## src/rtl/debounce_filter.sv

```systemverilog
`default_nettype none
// +------------------------------------------------------------------------+
// | debounce_filter: synchronizes a bouncing input and accepts a level     |
// | change only after CNT_MAX+1 stable samples. Optional rise/fall strobes |
// | are enabled by defining DEBOUNCE_FILTER_STROBE_EN.                     |
// | Revision: 1.0                                                          |
// +------------------------------------------------------------------------+
module debounce_filter #(
  parameter int CNT_MAX     = 8,
  parameter int SYNC_STAGES = 2
) (
  input  logic clk,
  input  logic rst,
  input  logic din,
  output logic dout,
  output logic rise,
  output logic fall,
  output logic busy
);

  localparam int            CW       = $clog2(CNT_MAX + 1);
  localparam logic [CW-1:0] CNT_LAST = CW'(CNT_MAX - 1);

  typedef enum logic [1:0] {
    S_LOW    = 2'd0,
    S_WAIT_H = 2'd1,
    S_HIGH   = 2'd2,
    S_WAIT_L = 2'd3
  } state_t;

  state_t                 state_q, state_d;
  logic [CW-1:0]          cnt_q, cnt_d;
  logic [SYNC_STAGES-1:0] sync_q, sync_d;
  logic                   dout_q, dout_d;
  logic                   sync;

  assign sync_d = {sync_q[SYNC_STAGES-2:0], din};
  assign sync   = sync_q[SYNC_STAGES-1];

  always_comb begin
    state_d = state_q;
    cnt_d   = cnt_q;
    dout_d  = dout_q;
    case (state_q)
      S_LOW: begin
        dout_d = 1'b0;
        if (sync) begin
          state_d = S_WAIT_H;
          cnt_d   = '0;
        end
      end
      S_WAIT_H: begin
        if (!sync) begin
          state_d = S_LOW;
          cnt_d   = '0;
        end else if (cnt_q == CNT_LAST) begin
          state_d = S_HIGH;
          cnt_d   = '0;
          dout_d  = 1'b1;
        end else begin
          cnt_d = cnt_q + 1'b1;
        end
      end
      S_HIGH: begin
        dout_d = 1'b1;
        if (!sync) begin
          state_d = S_WAIT_L;
          cnt_d   = '0;
        end
      end
      S_WAIT_L: begin
        if (sync) begin
          state_d = S_HIGH;
          cnt_d   = '0;
        end else if (cnt_q == CNT_LAST) begin
          state_d = S_LOW;
          cnt_d   = '0;
          dout_d  = 1'b0;
        end else begin
          cnt_d = cnt_q + 1'b1;
        end
      end
      default: begin
        state_d = S_LOW;
        cnt_d   = '0;
        dout_d  = 1'b0;
      end
    endcase
  end

  always_ff @(posedge clk or posedge rst) begin
    if (rst) begin
      state_q <= S_LOW;
      cnt_q   <= '0;
      sync_q  <= '0;
      dout_q  <= 1'b0;
    end else begin
      state_q <= state_d;
      cnt_q   <= cnt_d;
      sync_q  <= sync_d;
      dout_q  <= dout_d;
    end
  end

  assign dout = dout_q;
  assign busy = (state_q == S_WAIT_H) || (state_q == S_WAIT_L);

`ifdef DEBOUNCE_FILTER_STROBE_EN
  logic rise_q, rise_d;
  logic fall_q, fall_d;

  // Strobes fire on the same qualifying sample that flips dout.
  always_comb begin
    rise_d = (state_q == S_WAIT_H) && sync  && (cnt_q == CNT_LAST);
    fall_d = (state_q == S_WAIT_L) && !sync && (cnt_q == CNT_LAST);
  end

  always_ff @(posedge clk or posedge rst) begin
    if (rst) begin
      rise_q <= 1'b0;
      fall_q <= 1'b0;
    end else begin
      rise_q <= rise_d;
      fall_q <= fall_d;
    end
  end

  assign rise = rise_q;
  assign fall = fall_q;
`else
  assign rise = 1'b0;
  assign fall = 1'b0;
`endif

endmodule
`default_nettype wire

```

## config.mk

```make
export PLATFORM = sky130hd
export DESIGN_NAME = debounce_filter
export DESIGN_NICKNAME = d
export VERILOG_FILES = /design/src/rtl/debounce_filter.sv
export SDC_FILE = /design/constraint.sdc
export NUM_CORES = 1
export LEC_CHECK = 0
export CELL_PAD_IN_SITES_DETAIL_PLACEMENT = 1
export CELL_PAD_IN_SITES_GLOBAL_PLACEMENT = 1
export CORE_AREA = 2 2 40 42
export DETAILED_ROUTE_END_ITERATION = 7
export DIE_AREA = 0 0 42 44
export HOLD_SLACK_MARGIN = 0.02
export PLACE_DENSITY = 0.75
export SLEW_MARGIN = 20
export SYNTH_ARGS = -nofsm -noshare
export SYNTH_HDL_FRONTEND = slang
export SYNTH_SLANG_ARGS = --single-unit
```

## constraint.sdc

```tcl
create_clock -name clk -period 2.7 [get_ports clk]
set_clock_uncertainty 0.1 [all_clocks]
set_input_delay 0.405 -clock clk [delete_from_list [all_inputs] [get_ports clk]]
set_output_delay 0.405 -clock clk [all_outputs]
set_load 0.005 [all_outputs]
```

==> impl_metrics.ini <==
[worst_setup_path]
end_kind = output pin
worstSetupPathType = reg -> out
critPathArrivalTime_ns = 1.78
required_ns = 2.19
r2r_cells = 5
slowest_stage = clkdlybuf4s50_1
cp_num_buf_inv = 1
path_cells = ha_1 -> or2_2 -> clkdlybuf4s50_1
r2r-start = state_q[0]
cp_slowest_stage_delay_ns = 0.45
cp_max_fo = 6
cp-start-kind = flip-flop
timing.rr.end = cnt_q[0]
reg2reg_setup_slack_ns = 0.98
critPathTopFamily = buffers and inverters

[timing]
setup_viol = 0
hold_ws_ns = 0.252
hold_violations = 0
rsz0062_at_grt = no
layout_min_cycle_time_ns = 2.29
drv_slew = 0
tns_ns = 0
fmax_mhz = 437
finalCritPeriodShare_pct = 84.7

[grt]
antenna_found_initial = 0
grt_pass1_wl_um = 1840
grt_use_met3_pct = 3.75
grt_max_degree = 10
grt-busiest-layer = met2
grtUsageTotal_pct = 14.8
met1_usage_pct = 15.6
gr-usage-met2_pct = 24.4
overflow = 0
grt_pass1_vias = 407

[clock_network]
cts_hold_buf = 0
htree_levels = 1
cts.sinks = 9
ctsLongestPathBuffers = 2
cts_inserted_buffers = 3
cts.repair.resized = 0
clk_pin_slew_ns = 0.07
cts_setup_buffers = 0
clk_latency_ns = 0.28
cts_tree = built
cts-root-buf = clkbuf_4

[cells_and_area]
area.growth.synth_to_final_pct = 9.92
drive_above_1_share_pct = 24.1
final_cell_mix = dfrtp_1 (9), ha_1 (5), clkdlybuf4s50_1 (4)
ff_latch_area_um2 = 225
utilization_pct = 46.9
instances_no_fill = 74
mostFrequentLayoutCell = dfrtp_1
num_antenna_cells = 0
nFillCells = 156
multiInputGateArea_um2 = 342
fin_nets = 67

[drt]
ant_nets = 0
dr.pass1.iters = 2
vias = 398
vias_per_cell = 5.38
wl_per_cell_um = 14.5
drt_wl_total_um = 1070
route.detailed.drc = 0
drt_iter0_drc = 1

[yosys]
synthCells = 53
yosys_warnings = 0
postSynthAreaPerCell_um2 = 11.4
ys_ff_latch = 9
ys_seq_area_share_pct = 37.2
synth.distinct_cells = 29
netlist_area_um2 = 606

[place]
io_buffers = 4
dp.cells = 70
gp_congestion = 0.780

[job]
drv_cap = 0

[outcome]
status = finished, final reports clean

[floorplan]
fp.dieArea_mm2 = 0.00185
rows = 14
fp.dieH_um = 44
design.core.area_mm2 = 0.00142
io_pins = 7
start_util_pct = 42.7
die_w_um = 42

[hold_path]
min_to = sync_q[1]
worstHoldStart = sync_q[0]
hold_class = reg -> reg
hold_path_depth = 0

[power]
p_total_uw = 742
leakage_nw = 0.319
power_density_mw_per_mm2 = 1110
vdd_drop_max_mv = 0.600
==> metrics by stage <==
step | worst slack [ns] | area [um2]
6_report | 0.413 | 666
5_1_grt | 0.326 | 666
4_1_cts | 0.396 | 666
3_5_place_dp | 0.708 | 638
3_3_place_gp | 0.741 | 638
2_1_floorplan | 1.12 | 609
==> worst reg2reg max path: cells and delay by family (launching register included) <==
family	cells	cell delay, ns
buffers and inverters	1	0.10
flip-flops	1	0.41
AND/OR/NAND/NOR	1	0.26
adder cells (fa/ha/maj)	1	0.27
multiplexers	2	0.51
==> cells in the mapped netlist <==
cell type | instances | area share (%)
conb_1 | 1 | 0.62
a22o_1 | 2 | 2.9
and3b_2 | 1 | 1.7
nor2_1 | 1 | 0.62
nor3_1 | 1 | 0.83
buf_4 | 2 | 2.5
nand3_1 | 1 | 0.83
or2_2 | 1 | 1.0
ha_1 | 5 | 10
and3_1 | 1 | 1.0
mux2_4 | 2 | 5.0
and3b_1 | 1 | 1.4
nand2_1 | 2 | 1.2
buf_2 | 1 | 0.83
o211ai_2 | 1 | 2.1
a22o_2 | 1 | 1.7
o31ai_1 | 1 | 1.2
a31oi_1 | 1 | 1.0
mux2i_4 | 2 | 7.4
inv_1 | 3 | 1.9
o21ai_0 | 3 | 2.5
mux2i_1 | 1 | 1.7
dfrtp_1 | 9 | 37
and4b_2 | 1 | 1.9
nor3b_1 | 2 | 2.5
mux2_2 | 1 | 1.9
nor2b_1 | 3 | 3.1
o22a_1 | 1 | 1.4
buf_6 | 1 | 1.9
==> worst max path at each step <==
stage | startpoint | end | slack (ns) | cells past startpoint
3_3_place_gp | flip-flop | busy | 0.74 | 4
4_1_cts | state_q[0] | busy | 0.40 | 3
3_5_place_dp | state_q[0] | busy | 0.71 | 3
5_1_grt | state_q[0] | busy | 0.33 | 3
2_1_floorplan | cnt_q[0] | flip-flop | 1.12 | 5
6_report | state_q[0] | busy | 0.41 | 3
==> layer usage <==
metal	part of all wire, %	wire, um
met5	0	0
met4	3.5	38
met3	3.2	34
met2	48	510
met1	46	489
==> logic make-up after synthesis <==
| group | count (synthesis) | synth area share, % |
|---|---|---|
| multiplexers | 6 | 15.9 |
| AND/OR/NAND/NOR | 15 | 16.1 |
| adder cells (fa/ha/maj) | 5 | 10.3 |
| other | 1 | 0.619 |
| flip-flops | 9 | 37.2 |
| AO/OA/AOI/OAI | 10 | 12.8 |
| buffers and inverters | 7 | 7.02 |
==> where the power goes <==
group	leakage, nW	internal (mW)	switching (mW)
combinational	0.189	0.222	0.189
sequential	0.113	0.176	0.0429
clock	0.0177	0.0549	0.0571
total	0.319	0.453	0.289
==> layout make-up <==
cell class | count | share of cell area [%]
clock buffer | 3 | 3.38
clock inverter | 1 | 0.752
inverter | 3 | 1.69
tap | 16 | 3.01
timing repair buffer | 4 | 6.02
sequential | 9 | 33.8
multi-input combinational | 38 | 51.3
No activity file was read; power rests on OpenSTA's default activity.
